File: src/rtl/vram_burst_control.sv
// rtl/vram_burst_control.sv - byte-command engine running timed read/write bursts on a VRAM-style bus
module vram_burst_control #(
    parameter int ADDR_W   = 15,
    parameter int CHANNELS = 2
) (
    input  logic                  clock,
    input  logic                  reset,
    input  logic [7:0]            read_data_i,
    input  logic                  read_valid_i,
    output logic [7:0]            write_data_o,
    output logic                  write_valid_o,
    input  logic                  write_ready_i,
    output logic [ADDR_W-1:0]     addr_o,
    output logic                  rd_n_o,
    output logic [CHANNELS-1:0]   wr_n_o,
    output logic                  dir_o,
    output logic [8*CHANNELS-1:0] data_o,
    input  logic [8*CHANNELS-1:0] data_i,
    output logic                  busy_o,
    output logic                  error_bad_opcode_o,
    output logic                  error_overrun_o
);
    localparam int AB = (ADDR_W + 7) / 8;
    localparam int OB = (AB > CHANNELS) ? AB : CHANNELS;

    typedef enum logic [2:0] {
        S_IDLE, S_WAIT_ARG, S_EXEC, S_SETUP, S_STROBE, S_HOLD, S_OUTPUT
    } state_t;

    state_t                state_q, state_d;
    logic [7:0]            opcode_q, opcode_d, arg_q, arg_d;
    logic [ADDR_W-1:0]     addr_q, addr_d;
    logic [8*CHANNELS-1:0] data_q, data_d;
    logic [7:0]            pulse_q, pulse_d, strobe_cnt_q, strobe_cnt_d;
    logic                  autoinc_q, autoinc_d;
    logic                  is_write_q, is_write_d;
    logic [CHANNELS-1:0]   mask_q, mask_d;
    logic [8:0]            remaining_q, remaining_d;
    logic [8*OB-1:0]       out_buf_q, out_buf_d;
    logic [2:0]            out_cnt_q, out_cnt_d;
    logic                  wvalid_q, wvalid_d;
    logic                  err_bad_q, err_bad_d, err_ovr_q, err_ovr_d;
    logic [8*AB-1:0]       addr_ext;
    logic                  hit;

    always_comb begin
        state_d      = state_q;
        opcode_d     = opcode_q;
        arg_d        = arg_q;
        addr_d       = addr_q;
        data_d       = data_q;
        pulse_d      = pulse_q;
        strobe_cnt_d = strobe_cnt_q;
        autoinc_d    = autoinc_q;
        is_write_d   = is_write_q;
        mask_d       = mask_q;
        remaining_d  = remaining_q;
        out_buf_d    = out_buf_q;
        out_cnt_d    = out_cnt_q;
        wvalid_d     = wvalid_q;
        err_bad_d    = err_bad_q;
        err_ovr_d    = err_ovr_q;
        hit          = 1'b0;
        addr_ext     = '0;
        addr_ext[ADDR_W-1:0] = addr_q;

        if (read_valid_i && state_q != S_IDLE && state_q != S_WAIT_ARG)
            err_ovr_d = 1'b1;

        case (state_q)
            S_IDLE: if (read_valid_i) begin
                opcode_d = read_data_i;
                state_d  = S_WAIT_ARG;
            end
            S_WAIT_ARG: if (read_valid_i) begin
                arg_d   = read_data_i;
                state_d = S_EXEC;
            end
            S_EXEC: begin
                state_d = S_IDLE;
                case (opcode_q)
                    8'h00: ;
                    8'h01: begin
                        out_buf_d      = '0;
                        out_buf_d[7:0] = arg_q;
                        out_cnt_d      = 3'd1;
                        wvalid_d       = 1'b1;
                        state_d        = S_OUTPUT;
                    end
                    8'h10: begin
                        addr_d    = '0;
                        data_d    = '0;
                        pulse_d   = 8'd1;
                        autoinc_d = 1'b0;
                        err_bad_d = 1'b0;
                        err_ovr_d = 1'b0;
                        wvalid_d  = 1'b0;
                    end
                    8'h40: pulse_d = (arg_q == 8'd0) ? 8'd1 : arg_q;
                    8'h41: autoinc_d = arg_q[0];
                    8'h50: begin
                        remaining_d = (arg_q == 8'd0) ? 9'd256 : {1'b0, arg_q};
                        is_write_d  = 1'b0;
                        state_d     = S_SETUP;
                    end
                    8'h60: begin
                        mask_d     = arg_q[CHANNELS-1:0];
                        is_write_d = 1'b1;
                        state_d    = S_SETUP;
                    end
                    8'hB0: begin
                        // Reverse byte order so the buffer always drains from its low byte.
                        out_buf_d = '0;
                        for (int j = 0; j < AB; j++)
                            out_buf_d[8*j +: 8] = addr_ext[8*(AB-1-j) +: 8];
                        out_cnt_d = 3'(AB);
                        wvalid_d  = 1'b1;
                        state_d   = S_OUTPUT;
                    end
                    default: begin
                        if (opcode_q[7:4] == 4'h2) begin
                            for (int i = 0; i < AB; i++)
                                if (opcode_q[3:0] == 4'(i)) begin
                                    addr_ext[8*i +: 8] = arg_q;
                                    hit = 1'b1;
                                end
                            addr_d = addr_ext[ADDR_W-1:0];
                        end else if (opcode_q[7:4] == 4'h3) begin
                            for (int i = 0; i < CHANNELS; i++)
                                if (opcode_q[3:0] == 4'(i)) begin
                                    data_d[8*i +: 8] = arg_q;
                                    hit = 1'b1;
                                end
                        end
                        if (!hit)
                            err_bad_d = 1'b1;
                    end
                endcase
            end
            S_SETUP: begin
                strobe_cnt_d = pulse_q - 8'd1;
                state_d      = S_STROBE;
            end
            S_STROBE: begin
                if (strobe_cnt_q == 8'd0) begin
                    if (!is_write_q) begin
                        out_buf_d = '0;
                        out_buf_d[8*CHANNELS-1:0] = data_i;
                    end
                    state_d = S_HOLD;
                end else begin
                    strobe_cnt_d = strobe_cnt_q - 8'd1;
                end
            end
            S_HOLD: begin
                if (is_write_q) begin
                    if (autoinc_q) addr_d = addr_q + ADDR_W'(1);
                    state_d = S_IDLE;
                end else begin
                    out_cnt_d = 3'(CHANNELS);
                    wvalid_d  = 1'b1;
                    state_d   = S_OUTPUT;
                end
            end
            S_OUTPUT: if (wvalid_q && write_ready_i) begin
                out_buf_d = out_buf_q >> 8;
                out_cnt_d = out_cnt_q - 3'd1;
                if (out_cnt_q == 3'd1) begin
                    wvalid_d = 1'b0;
                    state_d  = S_IDLE;
                    // A nonzero remaining count marks this output as part of a read burst.
                    if (remaining_q != 9'd0) begin
                        if (autoinc_q) addr_d = addr_q + ADDR_W'(1);
                        remaining_d = remaining_q - 9'd1;
                        if (remaining_q != 9'd1) state_d = S_SETUP;
                    end
                end
            end
            default: state_d = S_IDLE;
        endcase
    end

    always_ff @(posedge clock) begin
        if (!reset) begin
            state_q      <= S_IDLE;
            opcode_q     <= '0;
            arg_q        <= '0;
            addr_q       <= '0;
            data_q       <= '0;
            pulse_q      <= 8'd1;
            strobe_cnt_q <= '0;
            autoinc_q    <= 1'b0;
            is_write_q   <= 1'b0;
            mask_q       <= '0;
            remaining_q  <= '0;
            out_buf_q    <= '0;
            out_cnt_q    <= '0;
            wvalid_q     <= 1'b0;
            err_bad_q    <= 1'b0;
            err_ovr_q    <= 1'b0;
        end else begin
            state_q      <= state_d;
            opcode_q     <= opcode_d;
            arg_q        <= arg_d;
            addr_q       <= addr_d;
            data_q       <= data_d;
            pulse_q      <= pulse_d;
            strobe_cnt_q <= strobe_cnt_d;
            autoinc_q    <= autoinc_d;
            is_write_q   <= is_write_d;
            mask_q       <= mask_d;
            remaining_q  <= remaining_d;
            out_buf_q    <= out_buf_d;
            out_cnt_q    <= out_cnt_d;
            wvalid_q     <= wvalid_d;
            err_bad_q    <= err_bad_d;
            err_ovr_q    <= err_ovr_d;
        end
    end

    assign write_data_o       = out_buf_q[7:0];
    assign write_valid_o      = wvalid_q;
    assign addr_o             = addr_q;
    assign data_o             = data_q;
    assign rd_n_o             = !(state_q == S_STROBE && !is_write_q);
    assign wr_n_o             = (state_q == S_STROBE && is_write_q) ? ~mask_q : '1;
    assign dir_o              = is_write_q && (state_q == S_SETUP || state_q == S_STROBE ||
                                               state_q == S_HOLD);
    assign busy_o             = (state_q != S_IDLE);
    assign error_bad_opcode_o = err_bad_q;
    assign error_overrun_o    = err_ovr_q;
endmodule

File: config.mk
export PLATFORM = sky130hd
export DESIGN_NAME = vram_burst_control
export DESIGN_NICKNAME = d
export VERILOG_FILES = /design/src/rtl/vram_burst_control.sv
export SDC_FILE = /design/constraint.sdc
export NUM_CORES = 1
export LEC_CHECK = 0
export ABC_AREA = 1
export CAP_MARGIN = 20
export CORE_MARGIN = 2
export CORE_UTILIZATION = 50
export DETAILED_ROUTE_END_ITERATION = 10
export PLACE_DENSITY = 0.88
export SLEW_MARGIN = 20
export SYNTH_ARGS = -nofsm -noshare
export SYNTH_HDL_FRONTEND = slang
export SYNTH_SLANG_ARGS = --single-unit
File: constraint.sdc
create_clock -name clock -period 1.8 [get_ports clock]
set_input_delay 0.27 -clock clock [delete_from_list [all_inputs] [get_ports clock]]
set_output_delay 0.27 -clock clock [all_outputs]
set_load 0.005 [all_outputs]
==> reports/qor.txt <==
H-tree depth -> 3
Crit. End Element -> flip-flop
Switching pwr -> 1.40 mW
Iter 0 DRT Violations -> 674
Die extent in y -> 111 um
Hold_sp -> reset
Nets -> 1046
Number of port buffers -> 74
Slew headroom -> 0.711
Max Clock Skew -> 9.57 ps
Worst Path Required -> 2100 ps
# DRC -> 0
Num ports -> 75
Worst Setup Start Kind -> flip-flop
Worst-path clk slew -> 70 ps
Num rows -> 39
Minimum clock period -> 1700 ps
FMAX -> 0.589 GHz
P_leak -> 3.16 nW
Internal -> 3.76 mW
Worst Hold End -> pulse_q[0]
Post-synth top area share -> 0.354
Power Dens Cells -> 721 mW/mm^2
Reg2reg start -> state_q[1]
Multi-input logic area -> 0.00311 mm^2
Setup TNS Final -> 0 ps
Skew-Pair Late Insertion Delay -> 360 ps
Worst R2R Path Depth -> 10
Initial core utilization -> 0.506
Placed cell count -> 1140
Seq. cell area -> 0.00203 mm^2
Gr usage total -> 0.258
Hold Path Depth -> 2
Vias in the first global route -> 5523
P&R area growth vs syn -> 25.5%
Final Setup Violations -> 0
Gate power share -> 0.146
Final hold slack -> 234 ps
Synthesized flop and latch total -> 101
Sequential area share after synthesis -> 0.354
DIE AREA -> 0.0123 mm^2
Antenna viol nets, final -> 0
Synth warn -> 0
Tcrit/Tclk final -> 0.943
Number of diodes -> 0
Number of max-cap violations -> 0
DRT Pass-1 Iters -> 7
Mean post-synth cell area -> 6.20 um^2
Worst Path Class, Setup -> flip-flop to flip-flop
Num CTS Buffers -> 9
Post-DP HPWL -> 11800 um
FF-to-FF End -> addr_o[0]
Post-Layout Cell Count -> 1160
HP Class -> primary input to flip-flop
Total grt overflow -> 0
Max Slew Vio Count -> 0
FF-to-FF setup slack -> 100 ps
Vias -> 6171
Clock buffer depth -> 2
RSZ-0062 raised after global routing -> false
Wire per inst -> 14.1 um
Pwr Total -> 5.16 mW
Status -> completed
Net Sw Frac -> 0.272
Cell Area, Synth -> 0.00571 mm^2
Synth area leaders -> dfxtp_1, nand2_1, nor2_1
VDD IR-drop max -> 0.624 mV
Top cell type by total area after synthesis -> dfxtp_1
Clk sinks -> 101
Crit path DAT -> 2000 ps
Reg power frac -> 0.466
Share of layout cells above drive strength 1 -> 0.110
Core outline area -> 0.0113 mm^2
Largest net degree at the start of global routing -> 28
Layout fillers -> 1000
Worst-Margin Slew -> 432 ps
Final Hold Vio Count -> 0
CP Max Fanout -> 12
Die X-Extent -> 111 um
Post-Syn Nets -> 954
First-pass GRT wire length -> 26100 um
TritonCTS clock tree -> done
Post-Route WL -> 16400 um
Via/cell ratio -> 5.32
CTS root buf -> clkbuf_16
Synth Instances -> 920
Number of library cell types mapped by synthesis -> 31
RePlAce Congestion -> 0.943
Antenna violations before repair -> 0
Clk pwr share -> 0.388
cell usage in the layout, fill, tap and decap left out, types with 3 or more instances in the layout:
| cell | n |
|---|---|
| nand2_1 | 238 |
| nor2_1 | 124 |
| inv_1 | 106 |
| dfxtp_1 | 97 |
| o21ai_0 | 74 |
| a21oi_1 | 74 |
| nand3_1 | 73 |
| clkdlybuf4s50_1 | 68 |
| buf_4 | 41 |
| o21ai_1 | 11 |
| nand2_2 | 10 |
| clkbuf_16 | 9 |
| inv_2 | 8 |
| o31ai_1 | 8 |
| nand4_1 | 7 |
| nor2_2 | 6 |
| xor2_1 | 6 |
| nand3_2 | 5 |
| nor2_4 | 4 |
| ha_1 | 4 |
| dlygate4sd2_1 | 4 |
| nor3_1 | 3 |
| a31oi_1 | 3 |
| dfxtp_4 | 3 |
timing repair:
action / 4_1_cts / 5_1_grt
endpoints found under the setup margin: 6 / 37
pin swaps: 1 / 4
gates resized for setup: 16 / 21
hold buffers: 0 / 0
cloned: 0 / 1
buffers inserted: 3 / 0
layout make-up:
type	count	area share
inverter	116	0.0615
sequential	101	0.284
tap	143	0.0250
clock buffer	11	0.0339
timing repair buffer	119	0.153
clock inverter	5	0.00821
multi-input combinational	665	0.434
worst max-delay path: stages, from the launching register on:
cell and delay, ps:
dfxtp_4 390, buf_4 150, nand2_4 120, nand2_2 90, inv_1 320, nand3_1 200
o21ai_0 120, inv_1 60, nand3_1 70, nand2_1 50, nor2_1 80
sequential cells by signal, summed over array words and instances (netlist names), 3 cells and up:
signal,cells
data_o,16
out_buf_q,16
state_q,3
pulse_q,8
remaining_q,9
addr_o,15
out_cnt_q,3
strobe_cnt_q,8
arg_q,8
opcode_q,8
how the worst max path moves through the flow:
stage                    start         endpoint  slack (ps)  cells past startpoint
global route        state_q[2]  strobe_cnt_q[6]           2                     13
finish              state_q[1]        addr_o[0]         100                     10
CTS                 state_q[0]            dir_o          30                      7
global placement    state_q[0]  strobe_cnt_q[6]          70                     13
detailed placement  state_q[0]  strobe_cnt_q[6]         -10                     13
floorplan           state_q[1]  strobe_cnt_q[6]         140                     12
synth_stat cells, drive strengths merged:
master  number
a21oi       75
a31oi        3
buf         22
clkbuf      17
dfxtp      101
ha           6
inv        116
nand2      249
nand3       79
nand4        7
nor2       134
nor3         4
o211ai       1
o21ai       87
o21bai       2
o31ai        8
or2          3
xor2         6
through the flow:
| stage | util | worst slack [ps] | area (um^2) |
|---|---|---|---|
| detailed placement | 0.599 | -13.6 | 6750 |
| floorplan | - | 143 | 5710 |
| CTS | 0.630 | 29.2 | 7100 |
| finish | 0.635 | 102 | 7160 |
| global placement | 0.599 | 70.0 | 6750 |
| global route | 0.635 | 1.77 | 7160 |
power by group through the flow:
stage | Sequential (mW) | Combinational, mW | Clock (mW)
global placement | 2.45 | 0.703 | 0
global route | 2.41 | 0.838 | 2.10
CTS | 2.40 | 0.730 | 2.02
floorplan | 2.43 | 0.431 | 0
detailed placement | 2.45 | 0.713 | 0
finish | 2.40 | 0.754 | 2.00
cells by family after synthesis:
kind of cell | share of synthesized area
buffers and inverters | 0.113
AO/OA/AOI/OAI | 0.161
adder cells (fa/ha/maj) | 0.0132
XOR/XNOR | 0.00921
flip-flops | 0.354
AND/OR/NAND/NOR | 0.349
routing by layer:
| layer | track usage | part of all wire |
|---|---|---|
| met3 | 0.0667 | 0.090 |
| met2 | 0.423 | 0.46 |
| met1 | 0.328 | 0.43 |
| met4 | 0.0925 | 0.022 |
| met5 | 0 | 0 |
(Power assumes the default switching activity.)
